<file path="config.mk">
export PLATFORM = sky130hd
export DESIGN_NAME = apb_i2c_csr
export DESIGN_NICKNAME = d
export VERILOG_FILES = /design/src/rtl/apb_i2c_pkg.sv /design/src/rtl/apb_i2c_irq.sv /design/src/rtl/apb_i2c_csr.sv
export SDC_FILE = /design/constraint.sdc
export NUM_CORES = 1
export LEC_CHECK = 0
export CAP_MARGIN = 20
export CORE_AREA = 2 2 103 105
export DETAILED_ROUTE_END_ITERATION = 8
export DIE_AREA = 0 0 105 107
export PLACE_DENSITY = 0.75
export SLEW_MARGIN = 20
export SYNTH_ARGS = -nofsm -noshare
export SYNTH_HDL_FRONTEND = slang
export SYNTH_SLANG_ARGS = --single-unit
export TNS_END_PERCENT = 50
</file>
<file path="constraint.sdc">
create_clock -name PCLK -period 2.5 [get_ports PCLK]
set_input_delay 0.5 -clock PCLK [delete_from_list [all_inputs] [get_ports PCLK]]
set_output_delay 0.5 -clock PCLK [all_outputs]
set_load 0.005 [all_outputs]
</file>
<file path="src/rtl/apb_i2c_pkg.sv">
// Shared constants and FSM state type for the APB register interface of the I2C controller.
package apb_i2c_pkg;

    localparam logic [7:0] ADDR_TXDATA  = 8'h00;
    localparam logic [7:0] ADDR_RXDATA  = 8'h04;
    localparam logic [7:0] ADDR_CONFIG  = 8'h08;
    localparam logic [7:0] ADDR_TIMEOUT = 8'h0C;
    localparam logic [7:0] ADDR_STATUS  = 8'h10;
    localparam logic [7:0] ADDR_INTEN   = 8'h14;
    localparam logic [7:0] ADDR_INTSTAT = 8'h18;

    localparam int unsigned INT_W        = 4;
    localparam int unsigned INT_TX_EMPTY = 0;
    localparam int unsigned INT_RX_AVAIL = 1;
    localparam int unsigned INT_CORE_ERR = 2;
    localparam int unsigned INT_TX_TMO   = 3;

    typedef enum logic [2:0] {
        IDLE,
        ACCESS,
        RX_POP,
        RX_DATA,
        DONE
    } state_t;

endpackage

</file>
<file path="src/rtl/apb_i2c_irq.sv">
// Interrupt block: edge detectors, sticky W1C status, enable mask and interrupt outputs.
module apb_i2c_irq
    import apb_i2c_pkg::*;
(
    input  logic             clk,
    input  logic             rst_n,
    input  logic             tx_empty,
    input  logic             rx_empty,
    input  logic             core_error,
    input  logic             tmo_evt,
    input  logic             en_we,
    input  logic             stat_we,
    input  logic [INT_W-1:0] wdata,
    output logic [INT_W-1:0] int_en,
    output logic [INT_W-1:0] int_stat,
    output logic             irq,
    output logic             int_tx,
    output logic             int_rx
);

    logic             tx_empty_q;
    logic             rx_empty_q;
    logic             err_q;
    logic [INT_W-1:0] set_evt;
    logic [INT_W-1:0] clr_mask;

    always_comb begin
        set_evt               = '0;
        set_evt[INT_TX_EMPTY] = tx_empty & ~tx_empty_q;
        set_evt[INT_RX_AVAIL] = ~rx_empty & rx_empty_q;
        set_evt[INT_CORE_ERR] = core_error & ~err_q;
        set_evt[INT_TX_TMO]   = tmo_evt;
        clr_mask              = stat_we ? wdata : '0;
    end

    // Set is OR-ed after the clear so a same-cycle event wins.
    always_ff @(posedge clk or negedge rst_n) begin
        if (!rst_n) begin
            tx_empty_q <= 1'b1;
            rx_empty_q <= 1'b1;
            err_q      <= 1'b0;
            int_en     <= '0;
            int_stat   <= '0;
        end else begin
            tx_empty_q <= tx_empty;
            rx_empty_q <= rx_empty;
            err_q      <= core_error;
            if (en_we)
                int_en <= wdata;
            int_stat <= (int_stat & ~clr_mask) | set_evt;
        end
    end

    assign irq    = |(int_stat & int_en);
    assign int_tx = int_stat[INT_TX_EMPTY] & int_en[INT_TX_EMPTY];
    assign int_rx = int_stat[INT_RX_AVAIL] & int_en[INT_RX_AVAIL];

endmodule

</file>
<file path="src/rtl/apb_i2c_csr.sv">
// APB slave CSR block for the I2C controller: wait-stated FIFO ports, registered read data.
module apb_i2c_csr
    import apb_i2c_pkg::*;
#(
    parameter int unsigned DATA_W   = 32,
    parameter int unsigned ADDR_W   = 8,
    parameter int unsigned CFG_W    = 14,
    parameter int unsigned TMO_W    = 14,
    parameter int unsigned MAX_WAIT = 16
) (
    input  logic              PCLK,
    input  logic              PRESETn,
    input  logic              PSELx,
    input  logic              PENABLE,
    input  logic              PWRITE,
    input  logic [ADDR_W-1:0] PADDR,
    input  logic [DATA_W-1:0] PWDATA,
    output logic [DATA_W-1:0] PRDATA,
    output logic              PREADY,
    output logic              PSLVERR,
    output logic [DATA_W-1:0] tx_wdata,
    output logic              tx_wr_en,
    input  logic              tx_full,
    input  logic              tx_empty,
    input  logic [DATA_W-1:0] rx_rdata,
    output logic              rx_rd_en,
    input  logic              rx_empty,
    input  logic              core_error,
    output logic [CFG_W-1:0]  cfg,
    output logic [TMO_W-1:0]  timeout,
    output logic              int_tx,
    output logic              int_rx,
    output logic              irq
);

    localparam int unsigned CNT_W = $clog2(MAX_WAIT + 1);

    state_t           state;
    logic [CNT_W-1:0] wait_cnt;
    logic [INT_W-1:0] int_en;
    logic [INT_W-1:0] int_stat;
    logic             setup, in_access;
    logic             hit_tx, hit_rx, hit_cfg, hit_tmo, hit_stat, hit_en, hit_int, mapped;
    logic             tx_wait, tx_tmo, reg_we;
    logic [DATA_W-1:0] rd_mux;

    assign setup     = PSELx & ~PENABLE;
    assign in_access = (state == ACCESS) & PSELx & PENABLE;
    assign tx_wdata  = PWDATA;

    assign hit_tx   = PADDR == ADDR_W'(ADDR_TXDATA);
    assign hit_rx   = PADDR == ADDR_W'(ADDR_RXDATA);
    assign hit_cfg  = PADDR == ADDR_W'(ADDR_CONFIG);
    assign hit_tmo  = PADDR == ADDR_W'(ADDR_TIMEOUT);
    assign hit_stat = PADDR == ADDR_W'(ADDR_STATUS);
    assign hit_en   = PADDR == ADDR_W'(ADDR_INTEN);
    assign hit_int  = PADDR == ADDR_W'(ADDR_INTSTAT);
    assign mapped   = hit_tx | hit_rx | hit_cfg | hit_tmo | hit_stat | hit_en | hit_int;

    always_comb begin
        PREADY   = 1'b0;
        PSLVERR  = 1'b0;
        tx_wr_en = 1'b0;
        rx_rd_en = 1'b0;
        tx_wait  = 1'b0;
        tx_tmo   = 1'b0;
        reg_we   = 1'b0;
        if (in_access) begin
            if (!mapped) begin
                PREADY  = 1'b1;
                PSLVERR = 1'b1;
            end else if (hit_tx && PWRITE) begin
                if (!tx_full) begin
                    PREADY   = 1'b1;
                    tx_wr_en = 1'b1;
                end else if (wait_cnt == CNT_W'(MAX_WAIT)) begin
                    PREADY  = 1'b1;
                    PSLVERR = 1'b1;
                    tx_tmo  = 1'b1;
                end else begin
                    tx_wait = 1'b1;
                end
            end else if (hit_rx && !PWRITE) begin
                if (rx_empty) begin
                    PREADY  = 1'b1;
                    PSLVERR = 1'b1;
                end else begin
                    rx_rd_en = 1'b1;
                end
            end else begin
                PREADY = 1'b1;
                reg_we = PWRITE;
            end
        end else if (state == RX_DATA && PSELx) begin
            PREADY = 1'b1;
        end
    end

    // Register reads are sampled in the setup phase so PRDATA is a flop when PREADY rises.
    always_comb begin
        rd_mux = '0;
        if (hit_cfg)       rd_mux = DATA_W'(cfg);
        else if (hit_tmo)  rd_mux = DATA_W'(timeout);
        else if (hit_stat) rd_mux = DATA_W'({core_error, rx_empty, tx_full, tx_empty});
        else if (hit_en)   rd_mux = DATA_W'(int_en);
        else if (hit_int)  rd_mux = DATA_W'(int_stat);
    end

    always_ff @(posedge PCLK or negedge PRESETn) begin
        if (!PRESETn) begin
            state    <= IDLE;
            wait_cnt <= '0;
            PRDATA   <= '0;
            cfg      <= '0;
            timeout  <= '0;
        end else begin
            if (reg_we && hit_cfg)
                cfg <= PWDATA[CFG_W-1:0];
            if (reg_we && hit_tmo)
                timeout <= PWDATA[TMO_W-1:0];
            wait_cnt <= tx_wait ? wait_cnt + 1'b1 : '0;
            case (state)
                IDLE, DONE: begin
                    if (setup) begin
                        state  <= ACCESS;
                        PRDATA <= rd_mux;
                    end else begin
                        state <= IDLE;
                    end
                end
                ACCESS: begin
                    if (!PSELx)        state <= IDLE;
                    else if (rx_rd_en) state <= RX_POP;
                    else if (PREADY)   state <= DONE;
                end
                RX_POP: begin
                    if (!PSELx) begin
                        state <= IDLE;
                    end else begin
                        state  <= RX_DATA;
                        PRDATA <= rx_rdata;
                    end
                end
                RX_DATA: state <= PSELx ? DONE : IDLE;
                default: state <= IDLE;
            endcase
        end
    end

    apb_i2c_irq u_irq (
        .clk        (PCLK),
        .rst_n      (PRESETn),
        .tx_empty   (tx_empty),
        .rx_empty   (rx_empty),
        .core_error (core_error),
        .tmo_evt    (tx_tmo),
        .en_we      (reg_we & hit_en),
        .stat_we    (reg_we & hit_int),
        .wdata      (PWDATA[INT_W-1:0]),
        .int_en     (int_en),
        .int_stat   (int_stat),
        .irq        (irq),
        .int_tx     (int_tx),
        .int_rx     (int_rx)
    );

endmodule

</file>
### Word level (Yosys, flattened, before mapping)

Cells that the tools add are included.

* $add $sub $neg: 1
* multipliers: 0
* divide/modulo/power cells: 0
* magnitude comparators: 0
* eq/ne operators: 14
* shift operators: 0
* muxes and demuxes: 51
* bitwise logic cells: 24
* reductions and logical operators: 12

Operator list (count)
* 32-bit two-way mux: 2
* 32-bit one-hot mux with 2 select lines: 1
* 1-bit two-way mux: 35
* 14-bit two-way mux: 2
* 8-bit by 5-bit equality test with 1-bit output, second input constant: 3
* 8-bit by 4-bit equality test with 1-bit output, second input constant: 2
* 4-bit two-way mux: 4
* 3-bit two-way mux: 4
* 3-bit one-hot mux with 4 select lines: 1
* 1-bit bitwise AND: 10
* 4-bit bitwise AND: 2
* 8-bit by 3-bit equality test with 1-bit output, second input constant: 1
* 8-bit logical NOT: 1
* 3-bit by 2-bit equality test with 1-bit output, second input constant: 2
* 1-bit bitwise OR: 6
* 5-bit by 1-bit adder with 5-bit output, second input constant: 1
* 5-bit equality test, second input constant: 1
* 1-bit logical AND: 5
* 5-bit two-way mux: 1
* 2-bit inequality test, second input constant: 2
* 4-bit inequality test, second input constant: 1
* 1-bit inverter: 4
* 4-bit inverter: 1
* 4-bit bitwise OR: 1
* other kinds (9): 9

* bits in registers: 79
* bits in latches: 0
* bits in writable memories: 0
* memory bits (read-only): 0
* output and inout port bits: 99
* memories kept: 0

### Logic depth before layout (Yosys ltp)

Gate-level depths: netlist (run 1).

* depth in word-level cells: 14
* gate-level depth with buffers: 6
* depth with buffers taken out: 6

### Cells and area by module

A second synthesis (run 1) with hierarchy kept.

* cells, all modules: 354
* area, all modules: 4001.3 sq um

By module, submodules not included
* apb_i2c_csr: times used 1, cells each 324, area an instance 3587.2 sq um
* apb_i2c_irq: times used 1, cells each 30, area an instance 414.1 sq um

### Worst setup path after synthesis (run 1)

Ideal clock, no wire load.

* kind: input to output
* start point: in PADDR[3]
* end point: out PREADY
* arrival: 1.726 ns
* required time: 2.000 ns
* slack: 0.274 ns
* cell stages on the path: 4
* cell sequence: or4b_1 -> a21boi_0 -> o311ai_0 -> o21ai_0

* longest elaborated chain between the ends: 9

Ends and longest elaborated chain
* start, declared: RTL line apb_i2c_csr.sv:16 `input logic [ADDR_W-1:0] PADDR,`
* 8-bit by 3-bit equality test with 1-bit output / 8-bit logical NOT (equally long branches): RTL line apb_i2c_csr.sv:52, apb_i2c_csr.sv:51
* 1-bit bitwise OR (6 in a row): RTL line apb_i2c_csr.sv:58 `assign mapped = hit_tx | hit_rx | hit_cfg | hit_tmo | hit_stat | hit_en | hit_int;`
* 1-bit two-way mux *: RTL line apb_i2c_csr.sv:69 `if (!mapped) begin`
* 1-bit two-way mux *: RTL line apb_i2c_csr.sv:68 `if (in_access) begin`
* end, declared: RTL line apb_i2c_csr.sv:19 `output logic PREADY,`

Every way passes the cells marked *; elsewhere a longest branch is shown, timed or not.

### Worst setup path in the final report (run 1)

* start point: in PADDR[7]
* end point: out tx_wr_en

* longest elaborated chain between the ends: 9

Ends and longest elaborated chain
* 8-bit by 3-bit equality test with 1-bit output / 8-bit logical NOT (equally long branches): RTL line apb_i2c_csr.sv:52, apb_i2c_csr.sv:51
* 1-bit bitwise OR (6 in a row): RTL line apb_i2c_csr.sv:58
* 1-bit two-way mux *: RTL line apb_i2c_csr.sv:69
* 1-bit two-way mux *: RTL line apb_i2c_csr.sv:68
* end, declared: RTL line apb_i2c_csr.sv:22 `output logic tx_wr_en,`

Marked as above.

==> results of run 1 <==
-- layout make-up --
type	count	area, um2	share of cell area
tap	136	170	0.0298
timing repair buffer	177	1700	0.297
clock buffer	10	138	0.0241
inverter	7	26.3	0.00461
clock inverter	6	92.6	0.0162
sequential	79	1980	0.347
multi-input combinational	194	1600	0.281
-- registers in the layout (all words and copies together) (netlist names) --
signal / count
state: 3
u_irq.int_stat: 4
u_irq.rx_empty_q: 1
u_irq.int_en: 4
PRDATA: 32
wait_cnt: 5
u_irq.err_q: 1
timeout: 14
u_irq.tx_empty_q: 1
cfg: 14
-- final timing paths --
check | endpoint | slack [ns] | cells past startpoint
worst min register to register | u_irq.int_stat[2] | 0.43 | 1
worst max-delay path | tx_wr_en | 0.04 | 6
worst max register to register | cfg[12] | 0.31 | 6
worst min-delay path | cfg[1] | 0.10 | 1
max in group asynchronous | u_irq.rx_empty_q | 1.75 | 2
min in group PCLK | u_irq.int_stat[2] | 0.43 | 1
-- where the power goes --
part / internal [mW] / total (mW) / leakage, nW / switching [mW]
Combinational: 0.165 / 0.295 / 1.38 / 0.130
Sequential: 1.29 / 1.29 / 1.08 / 0.00447
Clock: 0.595 / 1.08 / 0.109 / 0.486
Total: 2.05 / 2.67 / 2.57 / 0.621
-- worst max-delay path, delay by kind of cell --
| kind | cells | cell delay (ns) |
|---|---|---|
| buffers and inverters | 3 | 0.89 |
| and+or+nand+nor | 3 | 0.56 |
-- cell families after synthesis --
group                    after synthesis  synth area share
buffers and inverters                 57            0.0894
XOR/XNOR                               3           0.00681
AO/OA/AOI/OAI                         73             0.123
adder cells (fa/ha/maj)                2           0.00648
flip-flops                            79             0.513
AND/OR/NAND/NOR                       66             0.112
multiplexers                          50             0.150
-- layout by cell type, fill, tap and decap left out, types with 3 or more instances in the layout --
| cell | instances |
|---|---|
| clkdlybuf4s50_1 | 132 |
| dfrtp_1 | 77 |
| buf_4 | 32 |
| mux2_2 | 22 |
| o21ai_0 | 21 |
| a22o_1 | 19 |
| mux2i_1 | 18 |
| a21oi_1 | 14 |
| nand2_1 | 12 |
| and4b_1 | 11 |
| mux2_4 | 10 |
| clkbuf_8 | 10 |
| nor2_1 | 8 |
| inv_1 | 7 |
| and2_1 | 5 |
| nand2b_1 | 5 |
| o31ai_1 | 5 |
| o22ai_1 | 4 |
| a211oi_1 | 4 |
| dlygate4sd2_1 | 4 |
| nand3_1 | 3 |
| or4_1 | 3 |
| buf_2 | 3 |
-- layer usage --
metal  vias to the layer above  part of all wire  track usage
met2                       115              0.51        0.336
met4                         0             0.012       0.0552
met5                         -                 0            0
li1                       1443                 -            -
met1                      1547              0.41        0.221
met3                        11             0.066       0.0547
-- timing repair --
action                                  in CTS  in global routing
resized for setup                           34                  5
pin swaps                                    5                  2
setup buffers                                2                  0
endpoints found under the setup margin       4                  3
hold endpoints to repair                     0                  0
==> impl_metrics.py, run 1 <==
metrics = {
    "status": {
        "outcome": "complete, no violations",
    },
    "synthesis": {
        "syn_area_per_cell_um2": 11.7,
        "synth_top_cell_area_share": 0.499,
        "async_flop_share": 1.00,
        "synth_fp_nets": 413,
        "synth_cell_types": 46,
        "synth_ff_type": "dfrtp_1",
        "ys_seq_area_frac": 0.513,
        "ys_warn_count": 0,
        "yosys.cell_count.top_type": "dfrtp_1",
        "ys_top_cells_by_area": "dfrtp_1 (50%), mux2_2 (6.4%), buf_4 (6.2%)",
        "ys_seq_elements": 79,
        "ys_top_cells_by_count": "dfrtp_1 (77), buf_4 (32), mux2_2 (22), o21ai_0 (22), a22o_1 (19)",
        "syn_inst": 330,
        "syn_area_mm2": 0.00386,
        "synth_area_leader_cell": "dfrtp_1",
        "synth-edff-count": 0,
    },
    "floorplan": {
        "fp-row-count": 37,
        "dieArea_mm2": 0.0112,
        "die_h_um": 107,
        "boundaryPins": 180,
        "initial_core_util": 0.383,
        "core_mm2": 0.0101,
        "die_w_um": 105,
    },
    "setup_path": {
        "cp_slowest_cell": "clkdlybuf4s50_1",
        "path_cells": "clkdlybuf4s50_1 -> nor3_4 -> nand4_1 -> buf_4 -> nor3_1 -> dlygate4sd2_1",
        "critical_path_class": "in2out",
        "max_stage_delay_ns": 0.45,
        "arrival_ns": 1.96,
        "crit_start": "PADDR[7]",
        "start_kind": "input pin",
        "end_kind": "output port",
        "critical_path.max_fanout": 4,
        "required_ns": 2.00,
        "r2r_start": "state[1]",
    },
    "routing": {
        "drt-initial-drc-count": 113,
        "drc": 0,
        "postRouteAntennaNets": 0,
        "first_pass_iters": 4,
        "wirelength_um": 10600,
        "viasPerCell": 5.12,
        "vias": 3116,
        "wl_per_cell_um": 17.3,
    },
    "clock_tree": {
        "ctsHoldBuffers": 0,
        "cts_tree": "yes",
        "clkLatencyLatePin_ns": 0.34,
        "htreeDepth": 3,
        "cts_root_buf": "clkbuf_8",
        "cts_buffers": 9,
        "numClockSinks": 79,
        "clk_pin_slew_ns": 0.09,
        "clock_path_buffers": 2,
    },
    "cells_and_area": {
        "antenna_cells": 0,
        "num-nets-final": 551,
        "fill_cells": 921,
        "instances_no_fill": 609,
        "utilization": 0.565,
        "area_delta_synth_final_pct": 47.7,
        "layout-drive-gt1-share": 0.218,
        "stdcell_area_mm2": 0.00570,
    },
    "sta": {
        "slew_viol_final": 0,
        "period_minus_slack_ns": 2.46,
        "fin_crit_sh": 0.985,
        "fmax_mhz": 406,
        "whs_ns": 0.105,
        "rsz0062_at_grt": "true",
        "clock_skew_ns": 0.0118,
        "final.setup.tns_ns": 0,
        "worst_slack_ns": 0.0384,
        "setup_viol": 0,
        "hold_viol": 0,
        "worstMarginPinSlew_ns": 0.475,
        "relSlewSlack": 0.683,
    },
    "global_route": {
        "grt_overflow": 0,
        "antenna_found_initial": 0,
        "grt_pass1_wl_um": 16900,
        "grt_pass1_vias": 3360,
        "track_usage": 0.189,
        "grt_max_degree": 45,
    },
    "min_path": {
        "min-delay-path-class": "in2async",
    },
    "placed_design": {
        "port_buffers": 143,
        "gp_congestion": 0.804,
        "dp.cells": 591,
        "hpwl_um": 7740,
        "place_area_mm2": 0.00542,
        "dp_slack_ns": -0.722,
    },
    "power_and_ir_drop": {
        "p_per_area_mw_per_mm2": 468,
        "peakVddDrop_v": 0.000261,
        "p_leak_nw": 2.57,
        "total_power_mw": 2.67,
    },
    "job": {
        "max_cap_viol_count": 0,
    },
}
No activity file was read; power rests on OpenSTA's default activity.
==> run 2, diff against run 1 <==
--- a/config.mk
+++ b/config.mk
@@ -5,11 +5,13 @@
 export SDC_FILE = /design/constraint.sdc
 export NUM_CORES = 1
 export LEC_CHECK = 0
+export ABC_AREA = 1
 export CAP_MARGIN = 20
-export CORE_AREA = 2 2 103 105
+export CORE_AREA = 2 2 108 110
 export DETAILED_ROUTE_END_ITERATION = 8
-export DIE_AREA = 0 0 105 107
-export PLACE_DENSITY = 0.75
+export DIE_AREA = 0 0 110 112
+export GPL_TIMING_DRIVEN = 0
+export PLACE_DENSITY = 0.73
 export SLEW_MARGIN = 20
 export SYNTH_ARGS = -nofsm -noshare
 export SYNTH_HDL_FRONTEND = slang
==> run 2 against run 1 <==
Net effect:
- flip-flop and latch count unchanged
- fmax is 2.6% higher
- utilization increased by 2.8 points
- critical path depth grew 1
- critical endpoint is now rx_rd_en
- largest power group is now the clock network
- sequential power barely moved
- non-clock buffer count rose by 58
- clock skew is 0.0038 ns lower
- design area is 16% higher
- clock power up 31%
- synthesized cell count up 54%
==> impl_metrics.py, run 2 <==
metrics = {
    "cells_and_area": {
        "final_common_cell": "clkdlybuf4s50_1",
        "mostFrequentLayoutCells": "clkdlybuf4s50_1 (147), nand2_1 (146), dfrtp_1 (77)",
        "layout-drive-gt1-share": 0.182,
        "fill_cells": 996,
        "largest_register_ffs": 32,
        "regMostFlops": "PRDATA",
        "num-nets-final": 782,
        "reg_top3": "PRDATA (32), cfg (14), timeout (14)",
        "area_delta_synth_final_pct": 55.4,
        "antenna_cells": 0,
    },
    "routing": {
        "drc": 0,
        "postRouteAntennaNets": 0,
        "drt-initial-drc-count": 240,
        "viasPerCell": 5.10,
        "wirelength_um": 13400,
        "vias": 4323,
        "first_pass_iters": 5,
        "wl_per_cell_um": 15.8,
    },
    "floorplan": {
        "dieArea_mm2": 0.0123,
        "die_h_um": 112,
        "die_w_um": 110,
        "initial_core_util": 0.382,
        "core_mm2": 0.0112,
        "fp-row-count": 39,
        "boundaryPins": 180,
    },
    "global_route": {
        "grt_pass1_vias": 4142,
        "grt_max_degree": 46,
        "grt_overflow": 0,
        "track_usage": 0.216,
        "antenna_found_initial": 0,
        "grt_pass1_wl_um": 20600,
    },
    "sta": {
        "clock_skew_ns": 0.00806,
        "fin_crit_sh": 0.960,
        "period_minus_slack_ns": 2.40,
        "whs_ns": 0.148,
        "relSlewSlack": 0.501,
        "hold_viol": 0,
        "rsz0062_at_grt": "false",
        "setup_viol": 0,
        "final.setup.tns_ns": 0,
        "fmax_mhz": 417,
        "worst_slack_ns": 0.100,
        "slew_viol_final": 0,
        "worstMarginPinSlew_ns": 0.746,
    },
    "synthesis": {
        "synth-edff-count": 0,
        "synth_ff_type": "dfrtp_1",
        "syn_area_mm2": 0.00427,
        "synth_top_cell_area_share": 0.452,
        "syn_inst": 507,
        "syn_area_per_cell_um2": 8.42,
        "synth_cell_types": 34,
        "async_flop_share": 1.00,
        "ys_warn_count": 0,
        "yosys.cell_count.top_type": "nand2_1",
        "ys_top_cells_by_count": "nand2_1 (148), dfrtp_1 (77), nand4_1 (47)",
        "ys_seq_elements": 79,
        "ys_top_cells_by_area": "dfrtp_1 (45%), nand2_1 (13%), nand4_1 (6.9%)",
        "ys_seq_area_frac": 0.464,
        "synth_fp_nets": 590,
        "synth_area_leader_cell": "dfrtp_1",
    },
    "power_and_ir_drop": {
        "p_comb_frac": 0.125,
        "clock_power_share": 0.457,
        "peakVddDrop_v": 0.000246,
        "p_seq_frac": 0.418,
        "total_power_mw": 3.11,
        "p_sw_mw": 0.721,
        "intPower_mw": 2.39,
        "p_leak_nw": 3.37,
        "swShare": 0.232,
        "p_per_area_mw_per_mm2": 469,
    },
    "status": {
        "outcome": "complete, no violations",
    },
    "placed_design": {
        "port_buffers": 161,
        "hpwl_um": 9940,
        "gp_congestion": 0.869,
        "dp_slack_ns": -0.625,
    },
    "setup_path": {
        "critical_path.top_delay_family": "buffers and inverters",
        "critical_path_class": "in2out",
        "max_stage_delay_ns": 0.47,
        "path_cells": "clkdlybuf4s50_1 -> inv_1 -> nor3_4 -> buf_4 -> nand2_1 -> nor3_1 -> clkdlybuf4s15_1",
        "start_kind": "input pin",
        "end_kind": "output port",
        "cp_slowest_cell": "clkdlybuf4s50_1",
        "arrival_ns": 1.90,
        "worst-path-buf-inv": 4,
        "required_ns": 2.00,
        "critical_path.max_fanout": 3,
    },
    "clock_tree": {
        "htreeDepth": 3,
        "clock_path_buffers": 2,
        "clk_pin_slew_ns": 0.06,
        "cts_buffers": 9,
        "cts_root_buf": "clkbuf_16",
        "cts_tree": "yes",
        "numClockSinks": 79,
        "clkLatencyLatePin_ns": 0.34,
    },
    "min_path": {
        "min-delay-path-class": "in2async",
    },
    "job": {
        "max_cap_viol_count": 0,
    },
}
-- run 2: cell types whose count changed in the layout (fill, tap and decap cells not counted), moves of 15 or more --
cell and change:
nor2_1 +26, o21ai_0 -15, inv_1 +23, nand2_1 +134, clkdlybuf4s50_1 +15, nand3_1 +26
buf_4 +21, mux2i_1 -18, mux2_2 -22, nand4_1 +46
-- run 2: worst reg2reg max path, stage by stage, from the launching register on --
cell	delay, ns
dfrtp_1	0.43
inv_2	0.11
nor2_1	0.05
nand2_1	0.18
clkbuf_1	0.47
nand3_1	0.24
o211ai_1	0.13
nand2_1	0.06
-- run 2: area by class of cell --
cell class	instances	area, um2	share of cell area
Sequential cell	79	1980	0.298
Clock inverter	6	92.6	0.0140
Clock buffer	10	229	0.0345
Timing Repair Buffer	181	1790	0.269
Inverter	38	145	0.0219
Buffer	54	399	0.0602
Tap cell	143	179	0.0270
Multi-Input combinational cell	336	1820	0.275
-- run 2: cells by family (layout without fill, tap and decap cells) --
logic type	after synthesis	count (layout)	synth area share
adder cells (fa/ha/maj)	2	2	0.00586
XOR/XNOR	2	2	0.00411
flip-flops	79	79	0.464
buffers and inverters	92	289	0.126
AO/OA/AOI/OAI	44	44	0.0724
AND/OR/NAND/NOR	288	288	0.328
-- run 2: stage by stage --
stage                     cells  utilization  cell area (um2)
final                       847        0.593             6630
after global placement      811        0.542             6060
after CTS                   836        0.582             6510
after global routing        847        0.593             6630
after detailed placement    812        0.544             6070
after floorplan             507            -             4270
-- run 2: final timing paths --
path / start / end / slack, ns / cells after the start
max: PENABLE / rx_rd_en / 0.10 / 7
min: PRESETn / wait_cnt[2] / 0.15 / 1
max reg2reg: state[1] / PRDATA[8] / 0.71 / 7
min reg2reg: PRDATA[3] / PRDATA[3] / 0.48 / 2
max in group asynchronous: PRESETn / PRDATA[8] / 1.75 / 2
min in group PCLK: PRDATA[3] / PRDATA[3] / 0.48 / 2
-- run 2: per-layer routing --
metal	GRT usage	wire (um)	vias up
met1	0.289	5460	2040
met3	0.0404	1100	38
met4	0.0970	407	0
met5	0	0	-
li1	-	-	2045
met2	0.336	6420	200
-- run 2: power groups by stage --
stage	registers, mW	clock network [mW]	logic, mW
after CTS	1.30	1.44	0.382
after detailed placement	1.32	0	0.368
final	1.30	1.42	0.389
after global routing	1.30	1.49	0.422
after floorplan	1.32	0	0.127
after global placement	1.32	0	0.358
-- run 2: what timing repair did --
action,4_1_cts,5_1_grt
resized for setup,20,15
hold buffers,0,0
setup endpoints to repair,4,4
hold endpoints to repair,0,0
pin swaps,7,10
buffers inserted,8,11
==> run 3, diff against run 2 <==
--- a/config.mk
+++ b/config.mk
@@ -6,7 +6,6 @@
 export NUM_CORES = 1
 export LEC_CHECK = 0
 export ABC_AREA = 1
-export CAP_MARGIN = 20
 export CORE_AREA = 2 2 108 110
 export DETAILED_ROUTE_END_ITERATION = 8
 export DIE_AREA = 0 0 110 112
@@ -16,4 +15,4 @@
 export SYNTH_ARGS = -nofsm -noshare
 export SYNTH_HDL_FRONTEND = slang
 export SYNTH_SLANG_ARGS = --single-unit
-export TNS_END_PERCENT = 50
+export TNS_END_PERCENT = 20
==> run 3 against run 2 <==
Net effect:
- the flow now finishes with violations (setup timing)
- clock skew increased by 0.00067 ns
- wire length decreased by 0.97%
- combinational power decreased by 2%
- critical path depth decreased by 1
- count of clock-buffer cells in the layout unchanged
- fmax decreased by 10%
- non-clock buffer count decreased by 7
- sequential share of layout area increased by 0.38 points
- setup slack got worse by 0.27 ns
==> impl_metrics.py, run 3 (same netlist as run 2, synthesis figures left out) <==
metrics = {
    "setup_path": {
        "required_ns": 2.00,
        "end_kind": "output port",
        "critical_path.top_delay_family": "buffers and inverters",
        "arrival_ns": 2.17,
        "max_stage_delay_ns": 0.53,
        "path_cells": "clkdlybuf4s50_1 -> nand3_2 -> nor3_4 -> inv_4 -> o22ai_2 -> clkdlybuf4s50_1",
        "rrSetupSlack_ns": 0.70,
        "crit_top_cell": "clkdlybuf4s50_1",
        "critical_path_class": "in2out",
        "worst-path-buf-inv": 3,
        "critical_path.max_fanout": 5,
        "cp_slowest_cell": "clkdlybuf4s50_1",
        "start_kind": "input pin",
    },
    "clock_tree": {
        "clk_pin_slew_ns": 0.06,
        "cts_buffers": 9,
        "cts_tree": "yes",
        "numClockSinks": 79,
        "ctsHoldBuffers": 0,
        "htreeDepth": 3,
        "cts_root_buf": "clkbuf_16",
        "clkLatencyLatePin_ns": 0.34,
        "clock_path_buffers": 2,
    },
    "placed_design": {
        "hpwl_um": 9940,
        "place_area_mm2": 0.00607,
        "port_buffers": 161,
        "dp.cells": 812,
        "gp_congestion": 0.869,
    },
    "power_and_ir_drop": {
        "p_leak_nw": 3.26,
        "p_sw_mw": 0.722,
        "clock_power_share": 0.459,
        "swShare": 0.232,
        "intPower_mw": 2.39,
        "p_seq_frac": 0.418,
        "p_per_area_mw_per_mm2": 475,
        "peakVddDrop_v": 0.000247,
        "p_comb_frac": 0.123,
    },
    "routing": {
        "drt-initial-drc-count": 270,
        "first_pass_iters": 5,
        "drc": 0,
        "postRouteAntennaNets": 0,
        "wirelength_um": 13300,
        "wl_per_cell_um": 15.8,
        "viasPerCell": 5.11,
        "vias": 4290,
    },
    "sta": {
        "whs_ns": 0.146,
        "rsz0062_at_grt": "true",
        "relSlewSlack": 0.492,
        "clock_skew_ns": 0.00873,
        "setup_viol": 2,
        "fmax_mhz": 375,
        "period_minus_slack_ns": 2.67,
        "slew_viol_final": 0,
        "worstMarginPinSlew_ns": 0.760,
        "hold_viol": 0,
        "fin_crit_sh": 1.07,
        "worst_slack_ns": -0.168,
    },
    "status": {
        "failed_checks": "setup timing",
        "outcome": "finished, violations left",
    },
    "cells_and_area": {
        "reg_top3": "PRDATA (32), cfg (14), timeout (14)",
        "antenna_cells": 0,
        "regMostFlops": "PRDATA",
        "num-nets-final": 775,
        "area_delta_synth_final_pct": 53.5,
        "mostFrequentLayoutCells": "clkdlybuf4s50_1 (154), nand2_1 (147), dfrtp_1 (77)",
        "layout-drive-gt1-share": 0.168,
        "largest_register_ffs": 32,
        "final_common_cell": "clkdlybuf4s50_1",
        "stdcell_area_mm2": 0.00655,
        "instances_no_fill": 840,
    },
    "min_path": {
        "min-delay-path-class": "in2async",
    },
    "floorplan": {
        "boundaryPins": 180,
        "core_mm2": 0.0112,
        "die_w_um": 110,
        "fp-row-count": 39,
        "initial_core_util": 0.382,
        "dieArea_mm2": 0.0123,
        "die_h_um": 112,
    },
    "global_route": {
        "grt_pass1_vias": 4142,
        "grt_overflow": 0,
        "grt_max_degree": 46,
        "antenna_found_initial": 0,
        "track_usage": 0.216,
        "grt_pass1_wl_um": 20600,
    },
    "job": {
        "max_cap_viol_count": 0,
    },
}
run 3: routing by layer:
layer / GRT usage / up-vias / share of wire
met1: 0.289 / 2020 / 0.41
met4: 0.0970 / 0 / 0.029
met3: 0.0404 / 34 / 0.083
li1: - / 2033 / -
met5: 0 / - / 0
met2: 0.336 / 203 / 0.48
run 3: final timing paths:
path	cells after the start	startpoint	endpoint
setup / recovery	6	PSELx	PREADY
hold / removal	1	PRESETn	wait_cnt[2]
setup reg to reg	7	state[1]	PRDATA[8]
hold reg to reg	2	PRDATA[3]	PRDATA[3]
max in group asynchronous	2	PRESETn	PRDATA[4]
min in group PCLK	2	PRDATA[3]	PRDATA[3]
run 3: worst register-to-register path, stage by stage (launching register included):
cell      delay [ns]
dfrtp_1         0.43
inv_2           0.11
nor2_1          0.05
nand2_1         0.19
clkbuf_1        0.48
nand3_1         0.24
o211ai_1        0.13
nand2_1         0.06
run 3: what timing repair did:
action / in CTS / in global routing
pin swaps: 7 / 6
resized for setup: 20 / 4
setup endpoints to repair: 4 / 4
buffers inserted: 8 / 4
run 3: power groups by stage:
| stage | Clock [mW] | Combinational [mW] | Sequential [mW] |
|---|---|---|---|
| finish | 1.42 | 0.383 | 1.30 |
| global route | 1.49 | 0.416 | 1.30 |
| CTS | 1.44 | 0.382 | 1.30 |
| detailed placement | 0 | 0.368 | 1.32 |
| global placement | 0 | 0.358 | 1.32 |
| floorplan | 0 | 0.127 | 1.32 |
run 3: area by class of cell:
cell class | count | area, um2
multi-input combinational | 336 | 1810
clock inverter | 6 | 92.6
fill | 1002 | 4630
timing repair buffer | 174 | 1720
buffer | 54 | 399
clock buffer | 10 | 229
sequential | 79 | 1980
tap | 143 | 179
inverter | 38 | 145
run 3: through the flow:
| stage | power (mW) | setup slack [ns] | TNS [ns] | utilization |
|---|---|---|---|---|
| floorplan | 1.45 | 0.582 | 0 | - |
| global placement | 1.68 | -1.79 | -141.49 | 0.542 |
| detailed placement | 1.69 | -0.625 | -2.12 | 0.544 |
| CTS | 3.12 | -0.253 | -0.600 | 0.582 |
| global route | 3.21 | -0.264 | -0.470 | 0.586 |
| finish | 3.11 | -0.168 | -0.253 | 0.586 |
